### src/rtl/pux_si_pkg.sv
// Shared constants and FSM state type for the pux_si_mc operand fetch/dispatch block.
package pux_si_pkg;

  localparam int unsigned ST_OK      = 0;
  localparam int unsigned ST_ILLEGAL = 1;
  localparam int unsigned ST_TIMEOUT = 2;

  // Opcode layout: channel mask occupies the low NCH bits, op field the rest.
  localparam int unsigned OPC_MASK_LSB = 0;

  typedef enum logic [2:0] {
    StIdle,
    StReq,
    StLoad,
    StExec,
    StStat
  } state_e;

endpackage

### src/rtl/pux_si_opq.sv
// Synchronous opcode FIFO with full/empty flags; read data is combinational from the head slot.
module pux_si_opq #(
  parameter int unsigned Depth = 4,
  parameter int unsigned Width = 8
) (
  input  logic             clk_i,
  input  logic             rst_i,
  input  logic             push_i,
  input  logic [Width-1:0] data_i,
  input  logic             pop_i,
  output logic [Width-1:0] data_o,
  output logic             full_o,
  output logic             empty_o
);

  localparam int unsigned PtrW = $clog2(Depth);

  // Extra MSB on each pointer distinguishes full from empty.
  logic [PtrW:0]      wr_q, rd_q;
  logic [Width-1:0]   mem_q [Depth];
  logic               do_push, do_pop;

  always_comb begin
    empty_o = (wr_q == rd_q);
    full_o  = (wr_q[PtrW] != rd_q[PtrW]) && (wr_q[PtrW-1:0] == rd_q[PtrW-1:0]);
    do_push = push_i && !full_o;
    do_pop  = pop_i && !empty_o;
    data_o  = mem_q[rd_q[PtrW-1:0]];
  end

  always_ff @(posedge clk_i or posedge rst_i) begin
    if (rst_i) begin
      wr_q <= '0;
      rd_q <= '0;
    end else begin
      if (do_push) wr_q <= wr_q + 1'b1;
      if (do_pop)  rd_q <= rd_q + 1'b1;
    end
  end

  always_ff @(posedge clk_i) begin
    if (do_push) mem_q[wr_q[PtrW-1:0]] <= data_i;
  end

endmodule

### src/rtl/pux_si_mc.sv
// Multi-channel PUX stream interface: queues opcodes, loads operand buffers, runs the core,
// reports status. Define PUX_SI_TIMEOUT_EN to build the EXEC watchdog (limit TMO cycles).
module pux_si_mc
  import pux_si_pkg::*;
#(
  parameter int unsigned OPCW      = 8,
  parameter int unsigned DATAW     = 16,
  parameter int unsigned NCH       = 3,
  parameter int unsigned DEPTH     = 8,
  parameter int unsigned OPQ_DEPTH = 4,
  parameter int unsigned STATUSW   = 2,
  parameter int unsigned TMO       = 1024,
  localparam int unsigned CHW      = (NCH > 1) ? $clog2(NCH) : 1,
  localparam int unsigned AW       = $clog2(DEPTH)
) (
  input  logic                 axis_clk,
  input  logic                 axis_rst,
  input  logic [OPCW-1:0]      axis_opcode_data,
  input  logic                 axis_opcode_valid,
  output logic                 axis_opcode_ready,
  input  logic [NCH*DATAW-1:0] axis_buff_data,
  input  logic [NCH-1:0]       axis_buff_valid,
  output logic [NCH-1:0]       axis_buff_ready,
  output logic [STATUSW-1:0]   axis_status_data,
  output logic                 axis_status_valid,
  input  logic                 axis_status_ready,
  output logic                 stream_request,
  output logic [NCH-1:0]       stream_mask,
  output logic                 core_start,
  output logic [OPCW-NCH-1:0]  core_op,
  output logic [NCH-1:0]       core_mask,
  input  logic                 core_done,
  input  logic [CHW-1:0]       core_rd_ch,
  input  logic [AW-1:0]        core_rd_addr,
  output logic [DATAW-1:0]     core_rd_data
);

  localparam int unsigned OPW  = OPCW - NCH;
  localparam int unsigned CntW = AW + 1;

  typedef logic [CntW-1:0] cnt_t;

  state_e              state_q, state_d;
  logic [OPW-1:0]      op_q, op_d;
  logic [NCH-1:0]      mask_q, mask_d;
  logic [STATUSW-1:0]  stat_q, stat_d;
  logic                start_q, start_d;
  cnt_t                cnt_q [NCH];
  cnt_t                cnt_d [NCH];
  logic [DATAW-1:0]    mem_q [NCH][DEPTH];
  logic [DATAW-1:0]    rd_data_q;

  logic [OPCW-1:0]     q_data;
  logic                q_full, q_empty, q_pop;
  logic [NCH-1:0]      buff_ready, hs;
  logic                all_full;

  pux_si_opq #(
    .Depth (OPQ_DEPTH),
    .Width (OPCW)
  ) u_opq (
    .clk_i   (axis_clk),
    .rst_i   (axis_rst),
    .push_i  (axis_opcode_valid),
    .data_i  (axis_opcode_data),
    .pop_i   (q_pop),
    .data_o  (q_data),
    .full_o  (q_full),
    .empty_o (q_empty)
  );

`ifdef PUX_SI_TIMEOUT_EN
  localparam int unsigned TmoW = $clog2(TMO + 1);
  logic [TmoW-1:0] tmo_q, tmo_d;

  // Counts EXEC cycles; zero in the core_start cycle.
  always_comb begin
    tmo_d = '0;
    if (state_q == StExec) tmo_d = tmo_q + 1'b1;
  end

  always_ff @(posedge axis_clk or posedge axis_rst) begin
    if (axis_rst) tmo_q <= '0;
    else          tmo_q <= tmo_d;
  end
`else
  logic unused_tmo;
  assign unused_tmo = ^TMO;
`endif

  always_comb begin
    all_full = 1'b1;
    for (int i = 0; i < NCH; i++) begin
      buff_ready[i] = (state_q == StLoad) && mask_q[i] && (cnt_q[i] < cnt_t'(DEPTH));
      hs[i]         = buff_ready[i] && axis_buff_valid[i];
      if (mask_q[i] && (cnt_q[i] != cnt_t'(DEPTH))) all_full = 1'b0;
    end
  end

  always_comb begin
    state_d = state_q;
    op_d    = op_q;
    mask_d  = mask_q;
    stat_d  = stat_q;
    start_d = 1'b0;
    q_pop   = 1'b0;
    for (int i = 0; i < NCH; i++) begin
      cnt_d[i] = hs[i] ? cnt_q[i] + cnt_t'(1) : cnt_q[i];
    end

    unique case (state_q)
      StIdle: begin
        if (!q_empty) begin
          q_pop  = 1'b1;
          op_d   = q_data[OPCW-1:NCH];
          mask_d = q_data[NCH-1:OPC_MASK_LSB];
          if (&q_data[OPCW-1:NCH]) begin
            stat_d  = STATUSW'(ST_ILLEGAL);
            state_d = StStat;
          end else begin
            state_d = StReq;
          end
        end
      end
      StReq: begin
        for (int i = 0; i < NCH; i++) cnt_d[i] = '0;
        if (mask_q != '0) begin
          state_d = StLoad;
        end else begin
          state_d = StExec;
          start_d = 1'b1;
        end
      end
      StLoad: begin
        if (all_full) begin
          state_d = StExec;
          start_d = 1'b1;
        end
      end
      StExec: begin
        if (core_done) begin
          stat_d  = STATUSW'(ST_OK);
          state_d = StStat;
        end
`ifdef PUX_SI_TIMEOUT_EN
        else if (tmo_q == TmoW'(TMO - 1)) begin
          stat_d  = STATUSW'(ST_TIMEOUT);
          state_d = StStat;
        end
`endif
      end
      StStat: begin
        if (axis_status_ready) state_d = StIdle;
      end
      default: state_d = StIdle;
    endcase
  end

  always_ff @(posedge axis_clk or posedge axis_rst) begin
    if (axis_rst) begin
      state_q <= StIdle;
      op_q    <= '0;
      mask_q  <= '0;
      stat_q  <= '0;
      start_q <= 1'b0;
      for (int i = 0; i < NCH; i++) cnt_q[i] <= '0;
    end else begin
      state_q <= state_d;
      op_q    <= op_d;
      mask_q  <= mask_d;
      stat_q  <= stat_d;
      start_q <= start_d;
      for (int i = 0; i < NCH; i++) cnt_q[i] <= cnt_d[i];
    end
  end

  // Buffer contents survive reset.
  always_ff @(posedge axis_clk) begin
    for (int i = 0; i < NCH; i++) begin
      if (hs[i]) mem_q[i][cnt_q[i][AW-1:0]] <= axis_buff_data[i*DATAW +: DATAW];
    end
  end

  always_ff @(posedge axis_clk or posedge axis_rst) begin
    if (axis_rst) begin
      rd_data_q <= '0;
    end else if (32'(core_rd_ch) < NCH) begin
      rd_data_q <= mem_q[core_rd_ch][core_rd_addr];
    end else begin
      rd_data_q <= '0;
    end
  end

  always_comb begin
    axis_opcode_ready = !q_full;
    axis_buff_ready   = buff_ready;
    axis_status_valid = (state_q == StStat);
    axis_status_data  = axis_status_valid ? stat_q : '0;
    stream_request    = (state_q == StReq);
    stream_mask       = stream_request ? mask_q : '0;
    core_start        = start_q;
    core_op           = (state_q != StIdle) ? op_q : '0;
    core_mask         = (state_q != StIdle) ? mask_q : '0;
    core_rd_data      = rd_data_q;
  end

endmodule

### config.mk
export PLATFORM = sky130hd
export DESIGN_NAME = pux_si_mc
export DESIGN_NICKNAME = d
export VERILOG_FILES = /design/src/rtl/pux_si_pkg.sv /design/src/rtl/pux_si_opq.sv /design/src/rtl/pux_si_mc.sv
export SDC_FILE = /design/constraint.sdc
export NUM_CORES = 1
export LEC_CHECK = 0
export ABC_AREA = 1
export CORE_MARGIN = 2
export CORE_UTILIZATION = 44
export DETAILED_ROUTE_END_ITERATION = 8
export DONT_BUFFER_PORTS = 1
export PLACE_DENSITY = 0.69
export SLEW_MARGIN = 40
export SYNTH_ARGS = -nofsm -noshare
export SYNTH_HDL_FRONTEND = slang
export SYNTH_SLANG_ARGS = --single-unit
### constraint.sdc
create_clock -name axis_clk -period 3.31 [get_ports axis_clk]
set_input_delay 0.662 -clock axis_clk [delete_from_list [all_inputs] [get_ports axis_clk]]
set_output_delay 0.662 -clock axis_clk [all_outputs]
set_load 0.05 [all_outputs]
==> reports/metrics.yaml <==
worst_setup_path:
  end_kind: "output port"
  slowest_delay_ns: 0.60
  start_kind: "flop"
  worst-path-max-fanout: 12
  crit_required_ns: 2.65
  cp.arrival_ns: 2.15
  crit_type: "flop to output port"
  slowest_stage: "inv_1"
  critical_path.top_delay_family: "buffers and inverters"
  critPathMostFrequentCell: "inv_1"
  crit_chain: "inv_1 -> nand3_1 -> inv_1"
  critPathBufInv: 2
logic_synthesis:
  yosysMostFrequentCell: "nand2_1"
  yosys-top-cells-area: "edfxtp_1 (66%), nand2_1 (8.5%), dfrtp_1 (6.2%), nand3_1 (5.7%), o211ai_1 (3.8%)"
  ys_async_sr_fraction: 0.102
  ys_seq_area_frac: 0.726
  avgSynthCellArea_um2: 12.0
  synth_top_area_frac: 0.663
  ys.flop_type: "edfxtp_1"
  synth_cells: 1568
  yosysUniqueCellTypes: 34
  synth_edf_count: 416
  yosysTopAreaCell: "edfxtp_1"
  synth_common_cells: "nand2_1 (427), edfxtp_1 (416), nand3_1 (214), nor2_1 (115), o211ai_1 (96)"
  syn_nets: 1648
  synth_warnings: 0
  ys_ff_latch: 463
  syn_area_mm2: 0.0188
layout:
  area_growth_pct: 11.6
  drive_gt1_frac: 0.0991
  nets: 1650
  finish.utilization: 0.499
detailed_routing:
  ant_nets: 0
  drt-initial-drc-count: 1405
  wl_per_cell_um: 23.3
  via_per_inst: 5.65
  vias: 12100
  route.detailed.drc: 0
  wl_mm: 50.1
  first_pass_iters: 6
sta:
  clock.fmax_ghz: 0.355
  slew-limit-headroom: 0.413
  maxSlewViolCount: 0
  rsz0062_at_grt: "false"
  fin_skew_ns: 0.0192
  hold_viol: 0
  period_share: 0.851
  setup_slack_ns: 0.495
  fin_tns_setup_ns: 0
  worst_pin_slew_ns: 0.877
  setup_viol: 0
  fin_crit_ns: 2.82
power:
  ir_worst_vdd_uv: 548
  p_leak_uw: 0.00755
  power_density_mw_per_mm2: 666
clocking:
  hold_buffers: 1
  clockRootBuffer: "clkbuf_16"
  clkTransAtPathRegs_ns: 0.06
  tritoncts: "done"
  clk_latency_ns: 0.56
  htreeDepth: 2
  cts.sinks: 463
  cts_resized: 0
  postCtsSetupBuffers: 0
  cts_max_path_buffers: 3
  cts_buffers: 44
floorplan:
  dieArea_mm2: 0.0445
  fp.dieH_um: 211
  die_w_um: 211
  core_area_mm2: 0.0421
  initial_utilization: 0.447
  fp-row-count: 75
  top_level_ports: 105
grt:
  grt_pass1_vias: 11800
  antenna_found_initial: 0
  grt-ovfl-total: 0
  grt_pass1_wl_mm: 73.8
  grt_usage: 0.227
  grt_max_degree: 131
job:
  maxCapViolations: 0
placement:
  gp_congestion: 0.845
  port-buffer-count: 0
  hpwl_mm: 28.9
  place_ws_ns: 0.816
worst_hold_path:
  min_path_type: "input port to flop"
outcome:
  outcome: "finished clean"
==> registers in the layout (all words and copies together) (netlist names) <==
name and flops:
op_q 5, state_q 3, core_start 1, u_opq.rd_q 3, mem_q 384, core_rd_data 16
u_opq.mem_q 32, mask_q 3, stat_q 1, cnt_q 12, u_opq.wr_q 3
==> area by class of cell <==
class,instances,area [um^2]
fillers,3525,21100
flip-flops and latches,463,13700
multi-input cells,956,4650
clock buffers,59,1200
well taps,539,674
repair buffers,47,430
inverters,58,226
clock inverters,21,168
diodes,1,2.50
==> logic make-up (layout without fill, tap and decap cells) <==
| logic type | after synthesis | in the layout | share of synthesized area |
|---|---|---|---|
| compound gates | 147 | 147 | 0.0523 |
| xor+xnor | 5 | 5 | 0.00233 |
| fa+ha+maj | 11 | 11 | 0.00731 |
| buf+inv | 149 | 185 | 0.0347 |
| flops | 463 | 463 | 0.726 |
| other cells | 1 | 2 | 0.000199 |
| simple gates | 792 | 792 | 0.178 |
==> per-layer routing <==
metal,vias up,GRT usage,part of all wire
li1,5538,-,-
met4,0,0.0699,0.028
met3,89,0.0522,0.10
met2,563,0.386,0.49
met5,-,0,0
met1,5931,0.291,0.38
==> where the power goes <==
| group | leakage (uW) | internal [uW] | switching [uW] | total, uW |
|---|---|---|---|---|
| clock | 0.000663 | 2700 | 2110 | 4810 |
| combinational | 0.00255 | 580 | 1550 | 2130 |
| sequential | 0.00434 | 6710 | 346 | 7050 |
| total | 0.00755 | 9990 | 4010 | 14000 |
==> through the flow <==
stage               hold slack (ns)  instances  power (uW)  instance area (um^2)
CTS                           0.173       2143       14000                 21000
global placement              0.472       2062        9190                 19600
global route                  0.174       2143       14500                 21000
detailed placement            0.484       2062        9270                 19600
floorplan                     0.453       1568        8770                 18800
finish                        0.189       2144       14000                 21000
==> worst paths after layout <==
kind	from	end	slack [ns]	depth (start not counted)
worst max-delay path	state_q[1]	stream_request	0.49	3
worst min-delay path	axis_buff_data[46]	mem_q[2][30]	0.19	0
worst max register to register	u_opq.rd_q[1]	u_opq.mem_q[3][5]	0.81	8
worst min register to register	op_q[2]	op_q[2]	0.49	2
max in group asynchronous	axis_rst	core_rd_data[13]	2.10	3
min in group asynchronous	axis_rst	u_opq.wr_q[1]	0.54	2
==> placed cells by master, fill, tap and decap left out, types with 2 or more instances in the layout <==
cell,n
nor2_2,13
nor2_1,104
buf_12,6
inv_1,46
a21oi_1,24
nor3_2,21
xnor2_1,2
o211ai_1,96
nor3_4,2
nand2_1,427
bufinv_16,2
clkbuf_16,44
nand4_1,3
nand3_1,214
xor2_1,3
clkbuf_8,4
clkinv_1,10
clkinv_4,2
inv_2,9
dfrtp_1,47
ha_1,11
edfxtp_1,416
o21ai_0,14
o22ai_1,3
o21ai_1,8
clkinv_2,5
clkbuf_1,11
inv_6,2
buf_4,40
nand2_2,4
Note: power is estimated with default switching activity, not from simulation.
